File: config.mk
export PLATFORM = sky130hd
export DESIGN_NAME = ps2_host_tx
export DESIGN_NICKNAME = d
export VERILOG_FILES = /design/src/rtl/ps2_pkg.sv /design/src/rtl/ps2_line_sync.sv /design/src/rtl/ps2_host_tx.sv
export SDC_FILE = /design/constraint.sdc
export NUM_CORES = 1
export LEC_CHECK = 0
export CAP_MARGIN = 20
export CORE_ASPECT_RATIO = 0.6
export CORE_UTILIZATION = 35
export CTS_CLUSTER_DIAMETER = 150
export DETAILED_ROUTE_END_ITERATION = 12
export HOLD_SLACK_MARGIN = 0.02
export REMOVE_ABC_BUFFERS = 1
export SETUP_SLACK_MARGIN = 0.02
export SYNTH_ARGS = -nofsm -noshare
export SYNTH_HDL_FRONTEND = slang
export SYNTH_SLANG_ARGS = --single-unit
File: constraint.sdc
create_clock -name clk -period 2.5 [get_ports clk]
set_input_delay 0.375 -clock clk [delete_from_list [all_inputs] [get_ports clk]]
set_output_delay 0.375 -clock clk [all_outputs]
set_load 0.05 [all_outputs]
File: src/rtl/ps2_pkg.sv
// Shared types and PS/2 command/response codes for the host-side PS/2 blocks.
package ps2_pkg;

    // Host transmitter FSM states.
    typedef enum logic [2:0] {
        ST_IDLE     = 3'd0,
        ST_INHIBIT  = 3'd1,
        ST_RTS      = 3'd2,
        ST_SHIFT    = 3'd3,
        ST_ACK      = 3'd4,
        ST_WAIT_REL = 3'd5
    } ps2_tx_state_t;

    // Keyboard commands sent by the host.
    localparam logic [7:0] PS2_CMD_SET_LEDS = 8'hED;
    localparam logic [7:0] PS2_CMD_ECHO     = 8'hEE;
    localparam logic [7:0] PS2_CMD_ENABLE   = 8'hF4;
    localparam logic [7:0] PS2_CMD_RESET    = 8'hFF;

    // Device responses, seen on the receive path.
    localparam logic [7:0] PS2_RESP_ACK    = 8'hFA;
    localparam logic [7:0] PS2_RESP_RESEND = 8'hFE;

    // Falls counted from RTS exit: 1 = bit0, 9 = parity, 10 = stop, 11 = ACK.
    localparam logic [3:0] PS2_FALL_STOP = 4'd10;

    // PS/2 uses odd parity over data + parity bit.
    function automatic logic ps2_odd_parity(input logic [7:0] data);
        return ~^data;
    endfunction

endpackage

File: src/rtl/ps2_line_sync.sv
// Synchroniser for the PS/2 clock and data lines plus a falling-edge strobe on
// the synchronised clock. Shared by the host transmit and receive paths.
module ps2_line_sync #(
    parameter int SYNC_STAGES = 2
) (
    input  logic clk,
    input  logic reset,
    input  logic i_clk_async,
    input  logic i_data_async,
    output logic o_clk_sync,
    output logic o_data_sync,
    output logic o_clk_fall
);

    logic [SYNC_STAGES-1:0] r_clk_pipe;
    logic [SYNC_STAGES-1:0] r_data_pipe;
    logic                   r_clk_prev;

    // Shift the raw line levels through the synchroniser chain.
    always_ff @(posedge clk or posedge reset) begin
        if (reset) begin
            // NOTE: the chain resets to 1, the released-line level, so leaving
            // reset never looks like a clock fall.
            r_clk_pipe  <= '1;
            r_data_pipe <= '1;
            r_clk_prev  <= 1'b1;
        end else begin
            // NOTE: non-blocking assignments let every stage take the previous
            // stage's old value on the same edge; blocking would collapse the chain.
            r_clk_pipe  <= {r_clk_pipe[SYNC_STAGES-2:0], i_clk_async};
            r_data_pipe <= {r_data_pipe[SYNC_STAGES-2:0], i_data_async};
            r_clk_prev  <= r_clk_pipe[SYNC_STAGES-1];
        end
    end

    assign o_clk_sync  = r_clk_pipe[SYNC_STAGES-1];
    assign o_data_sync = r_data_pipe[SYNC_STAGES-1];
    assign o_clk_fall  = r_clk_prev & ~o_clk_sync;

endmodule

File: src/rtl/ps2_host_tx.sv
// Host-to-device PS/2 transmitter. Inhibits the bus, issues request-to-send,
// shifts one command byte out on device clock falls, then checks the device ACK.
// Line drive is through active-high pull-low enables; pads live at top level.
module ps2_host_tx
    import ps2_pkg::*;
#(
    parameter int INHIBIT_CYCLES = 10_000,
    parameter int TIMEOUT_CYCLES = 2_000_000,
    parameter int SYNC_STAGES    = 2
) (
    input  logic       clk,
    input  logic       reset,
    input  logic [7:0] tx_data,
    input  logic       tx_valid,
    output logic       tx_ready,
    output logic       busy,
    output logic       done,
    output logic       err,
    input  logic       ps2_clk_in,
    input  logic       ps2_data_in,
    output logic       ps2_clk_oe,
    output logic       ps2_data_oe
);

    localparam int               CNT_W         = $clog2(TIMEOUT_CYCLES + 1);
    localparam logic [CNT_W-1:0] INHIBIT_LAST  = CNT_W'(INHIBIT_CYCLES - 1);
    localparam logic [CNT_W-1:0] TIMEOUT_LIMIT = CNT_W'(TIMEOUT_CYCLES);

    ps2_tx_state_t    r_state;
    logic [9:0]       r_shift;      // {stop, parity, d7..d0}, bit0 on the line
    logic [3:0]       r_bit_cnt;    // clock falls since RTS exit
    logic [CNT_W-1:0] r_cnt;        // inhibit length, then frame timeout

    ps2_tx_state_t    w_state_nxt;
    logic [9:0]       w_shift_nxt;
    logic [3:0]       w_bit_cnt_nxt;
    logic [CNT_W-1:0] w_cnt_nxt;
    logic             w_clk_oe;
    logic             w_data_oe;
    logic             w_done;
    logic             w_err;
    logic             w_timed;

    logic             w_clk_sync;
    logic             w_data_sync;
    logic             w_clk_fall;

    ps2_line_sync #(
        .SYNC_STAGES (SYNC_STAGES)
    ) u_line_sync (
        .clk          (clk),
        .reset        (reset),
        .i_clk_async  (ps2_clk_in),
        .i_data_async (ps2_data_in),
        .o_clk_sync   (w_clk_sync),
        .o_data_sync  (w_data_sync),
        .o_clk_fall   (w_clk_fall)
    );

    // State, shift register and counters; reset aborts any frame in progress.
    always_ff @(posedge clk or posedge reset) begin
        if (reset) begin
            r_state   <= ST_IDLE;
            r_shift   <= '0;
            r_bit_cnt <= '0;
            r_cnt     <= '0;
        end else begin
            r_state   <= w_state_nxt;
            r_shift   <= w_shift_nxt;
            r_bit_cnt <= w_bit_cnt_nxt;
            r_cnt     <= w_cnt_nxt;
        end
    end

    // Next-state, counter updates and line/strobe outputs.
    always_comb begin
        // NOTE: every output of this block gets a default first so no path
        // leaves one unassigned, which would infer a latch.
        w_state_nxt   = r_state;
        w_shift_nxt   = r_shift;
        w_bit_cnt_nxt = r_bit_cnt;
        w_cnt_nxt     = r_cnt;
        w_clk_oe      = 1'b0;
        w_data_oe     = 1'b0;
        w_done        = 1'b0;
        w_err         = 1'b0;
        w_timed       = r_state inside {ST_RTS, ST_SHIFT, ST_ACK};

        unique case (r_state)
            ST_IDLE: begin
                if (tx_valid) begin
                    w_shift_nxt   = {1'b1, ps2_odd_parity(tx_data), tx_data};
                    w_bit_cnt_nxt = '0;
                    w_cnt_nxt     = '0;
                    w_state_nxt   = ST_INHIBIT;
                end
            end

            ST_INHIBIT: begin
                w_clk_oe = 1'b1;
                if (r_cnt == INHIBIT_LAST) begin
                    // Start bit goes down while the clock is still held.
                    w_data_oe   = 1'b1;
                    w_cnt_nxt   = '0;
                    w_state_nxt = ST_RTS;
                end else begin
                    w_cnt_nxt = r_cnt + 1'b1;
                end
            end

            ST_RTS: begin
                w_data_oe = 1'b1;
                w_cnt_nxt = r_cnt + 1'b1;
                if (w_clk_fall) begin
                    w_bit_cnt_nxt = r_bit_cnt + 4'd1;
                    w_state_nxt   = ST_SHIFT;
                end
            end

            ST_SHIFT: begin
                w_data_oe = ~r_shift[0];
                w_cnt_nxt = r_cnt + 1'b1;
                if (w_clk_fall) begin
                    w_shift_nxt   = {1'b1, r_shift[9:1]};
                    w_bit_cnt_nxt = r_bit_cnt + 4'd1;
                    if (w_bit_cnt_nxt == PS2_FALL_STOP) begin
                        w_state_nxt = ST_ACK;
                    end
                end
            end

            ST_ACK: begin
                w_cnt_nxt = r_cnt + 1'b1;
                if (w_clk_fall) begin
                    w_bit_cnt_nxt = r_bit_cnt + 4'd1;
                    if (!w_data_sync) begin
                        w_state_nxt = ST_WAIT_REL;
                    end else begin
                        w_err       = 1'b1;
                        w_state_nxt = ST_IDLE;
                    end
                end
            end

            ST_WAIT_REL: begin
                // Not timed: the device owns the lines until it lets go.
                if (w_clk_sync && w_data_sync) begin
                    w_done      = 1'b1;
                    w_state_nxt = ST_IDLE;
                end
            end

            default: begin
                w_state_nxt = ST_IDLE;
            end
        endcase

        // Timeout wins over any clock fall seen in the same cycle.
        if (w_timed && (r_cnt == TIMEOUT_LIMIT)) begin
            w_state_nxt   = ST_IDLE;
            w_shift_nxt   = r_shift;
            w_bit_cnt_nxt = r_bit_cnt;
            w_cnt_nxt     = '0;
            w_clk_oe      = 1'b0;
            w_data_oe     = 1'b0;
            w_err         = 1'b1;
        end
    end

    assign tx_ready    = (r_state == ST_IDLE);
    assign busy        = (r_state != ST_IDLE);
    assign done        = w_done;
    assign err         = w_err;
    assign ps2_clk_oe  = w_clk_oe;
    assign ps2_data_oe = w_data_oe;

endmodule

==> metrics.md <==
| Metric | Value |
|---|---|
| Outcome | `finished clean` |
| Most area-consuming cells after synthesis | `dfrtp_1 35%, nand2_1 5.0%, dfstp_2 4.9%, o21ai_0 3.9%, mux2i_1 3.7%` |
| Fraction of layout cells with a size suffix above 1 | `25.0%` |
| Num CTS Buffers | `5` |
| Largest net degree at the start of global routing | `44` |
| Register bit total from synthesis | `43` |
| Remaining antenna violation count | `0` |
| Synth Flop Type | `dfrtp_1` |
| DR iter-0 viols | `198` |
| Final Slew Violations | `0` |
| Die width | `115 um` |
| Sink Count | `43` |
| Critical Path Source Type | `flip-flop` |
| Slew @ Worst Pin | `801 ps` |
| Setup CP Type | `flip-flop to output pin` |
| First-pass GRT wire length | `11900 um` |
| Fillers | `700` |
| Proportion of synthesized chip area in sequential cells | `40.2%` |
| Endpoints failing hold | `0` |
| Worst path cell trace | `nor4_4 -> nand2_2 -> or3_4 -> nand2b_4 -> a211oi_2 -> buf_4 -> buf_12` |
| Total Wirelength | `7210 um` |
| Total grt overflow | `0` |
| Critical path peak fanout | `6` |
| Synth Area per Inst | `9.44 um^2` |
| GRT Resource Usage Total | `19.5%` |
| Setup total negative slack | `0 ps` |
| Die span in y | `69.9 um` |
| TritonRoute pass-1 iters | `4` |
| Reg2Reg Depth | `6` |
| Worst Hold Depth | `0` |
| Minimum clock period after layout | `2480 ps` |
| Starting density of the core | `36.6%` |
| Synth async-reset ratio | `100%` |
| Fmax | `403 MHz` |
| Num rows | `24` |
| Crit path arrival time | `2110 ps` |
| Total Power | `2.58 mW` |
| Core area | `0.00736 mm^2` |
| Clk_skew | `4.59 ps` |
| CP endpoint kind | `output pin` |
| Post-DP HPWL | `5150 um` |
| CTS tree | `built` |
| Syn. warnings | `0` |
| Routed wire per std cell | `16.4 um` |
| Max Cap Viol | `0` |
| Routability Congestion | `0.900` |
| Post-synth EDFFs | `0` |
| Mapped cell area | `0.00269 mm^2` |
| Place WS | `90.5 ps` |
| Setup-failing EPs final | `0` |
| Worst ir drop on vdd | `0.000338 V` |
| Via-to-Cell Ratio | `5.48` |
| Post-Synthesis Cells | `285` |
| Clk_lat worst skew | `290 ps` |
| Final nets | `352` |
| Clock Path Buffers | `2` |
| Yosys top cell area share | `35.3%` |
| Clock-pin transition on the worst setup and hold timing paths | `60 ps` |
| Pwr Density | `740 mW/mm^2` |
| Fin Hold WS | `359 ps` |
| # DRC | `0` |
| Critical Path RT | `2120 ps` |
| LEAKAGE | `1.58 nW` |
| Hold WC Path Type | `flip-flop to flip-flop` |
| Final non-filler cell total | `440` |
| Library cells used by synthesis | `63` |
| Final Cycle Share | `99.2%` |
| Port Buf Inserts | `18` |
| CP peak stage delay | `450 ps` |
| Die Area | `0.00806 mm^2` |
| Worst setup slack after layout | `19.8 ps` |
| P&R area growth vs syn | `29.6%` |
| I/O pin count | `19` |
| Antenna cells | `0` |
| Max transition margin | `46.6%` |
| Routed vias | `2413` |
| Clock Tree Root | `clkbuf_16` |
| RSZ-0062 raised after global routing | `yes` |
| Vias in the first global route | `2261` |
| Cell type with the largest total area after synthesis | `dfrtp_1` |
| H-tree Lvls | `2` |
| Initial antenna violation count | `0` |
| CP max-delay cell | `dfrtp_2` |
| Placed Cells incl. Taps | `425` |
power breakdown:
| group | switching [mW] | total [mW] | internal [mW] |
|---|---|---|---|
| clock | 0.280 | 0.854 | 0.573 |
| combinational | 0.536 | 0.865 | 0.330 |
| sequential | 0.0582 | 0.864 | 0.806 |
registers in the layout, summed over array words and instances, names as in the netlist:
name and cells:
u_line_sync.r_clk_prev 1, u_line_sync.r_data_pipe 2, u_line_sync.r_clk_pipe 2, r_cnt 21, r_state 3, r_bit_cnt 4
r_shift 10
worst max-delay path, delay by kind of cell, from the launching register on:
| family | cells | cell delay [ps] |
|---|---|---|
| buffers and inverters | 2 | 270 |
| AO/OA/AOI/OAI | 1 | 180 |
| flip-flops | 1 | 450 |
| AND/OR/NAND/NOR | 4 | 910 |
layout make-up:
| type | count | area [um^2] | share of cell area (%) |
|---|---|---|---|
| Inverter | 11 | 41.3 | 1.18 |
| Clock buffer | 6 | 129 | 3.69 |
| Sequential cell | 43 | 1080 | 31.1 |
| Clock inverter | 2 | 60.1 | 1.72 |
| Tap cell | 104 | 130 | 3.73 |
| Multi-Input combinational cell | 219 | 1570 | 45.1 |
| Timing Repair Buffer | 55 | 470 | 13.5 |
worst paths after layout:
path / from / endpoint / slack, ps
setup / recovery: r_cnt[4]$_DFFE_PP0P_ / ps2_data_oe / 20
hold / removal: u_line_sync.r_clk_pipe[0]$_DFF_PP1_ / u_line_sync.r_clk_pipe[1]$_DFF_PP1_ / 360
setup reg to reg: r_state[1]$_DFFE_PP0P_ / r_cnt[16]$_DFFE_PP0P_ / 220
hold reg to reg: u_line_sync.r_clk_pipe[0]$_DFF_PP1_ / u_line_sync.r_clk_pipe[1]$_DFF_PP1_ / 360
max in group asynchronous: reset / r_cnt[17]$_DFFE_PP0P_ / 1550
min in group asynchronous: reset / r_bit_cnt[1]$_DFFE_PP0P_ / 530
what timing repair did:
item,CTS,global route
resized for setup,8,7
pin swaps,6,3
buffers inserted,6,1
hold buffers,0,0
setup endpoints to repair,2,2
Yosys cell counts (6+ instances only):
cell type	number
nand4_1	7
inv_1	11
nand3_1	6
nor2_1	12
o21ai_0	21
xnor2_1	9
mux2i_1	10
dfrtp_1	38
nand2_1	36
a21oi_1	13
a221o_1	7
cells by family after synthesis:
logic type                 Yosys count  synth area share (%)
adders and majority gates            4                  1.86
xor gates and xnor gates            13                  4.23
buffers and inverters               23                  4.04
DFF                                 43                  40.2
AOI/OAI and AO/OA                   78                  21.6
and+or+nand+nor                    114                  24.4
muxes                               10                  3.72
layer usage:
layer | routed length [um] | track usage [%] | vias up | share of wire [%]
li1 | - | - | 1167 | -
met1 | 3810 | 30.8 | 1170 | 53
met2 | 2820 | 26.1 | 69 | 39
met3 | 520 | 4.51 | 7 | 7.2
met4 | 65 | 4.76 | 0 | 0.90
met5 | 0 | 0 | - | 0
through the flow:
step / cell area, um^2 / utilization [%]
3_3_place_gp: 3170 / 43.1
2_1_floorplan: 2620 / -
4_1_cts: 3440 / 46.8
3_5_place_dp: 3170 / 43.1
5_1_grt: 3490 / 47.4
6_report: 3490 / 47.4
placed cells by master, fill, tap and decap left out, types with 3 or more instances in the layout:
master	n
nand2_1	35
or2_2	4
nand3_1	5
a21o_1	5
and2_1	5
clkbuf_16	5
nor4_1	3
nor3_1	4
a211oi_1	3
nor2_1	11
dfstp_2	5
o21ai_0	21
a21oi_1	13
nand4_1	7
xor2_1	4
mux2i_1	10
clkdlybuf4s50_1	13
inv_1	10
buf_4	40
o31ai_1	4
and3_1	4
xnor2_1	9
dfrtp_1	36
nand2b_1	4
a221o_1	7
ha_1	3
nor2b_1	4
and4_1	3
Power figures use the tool's default switching activity.
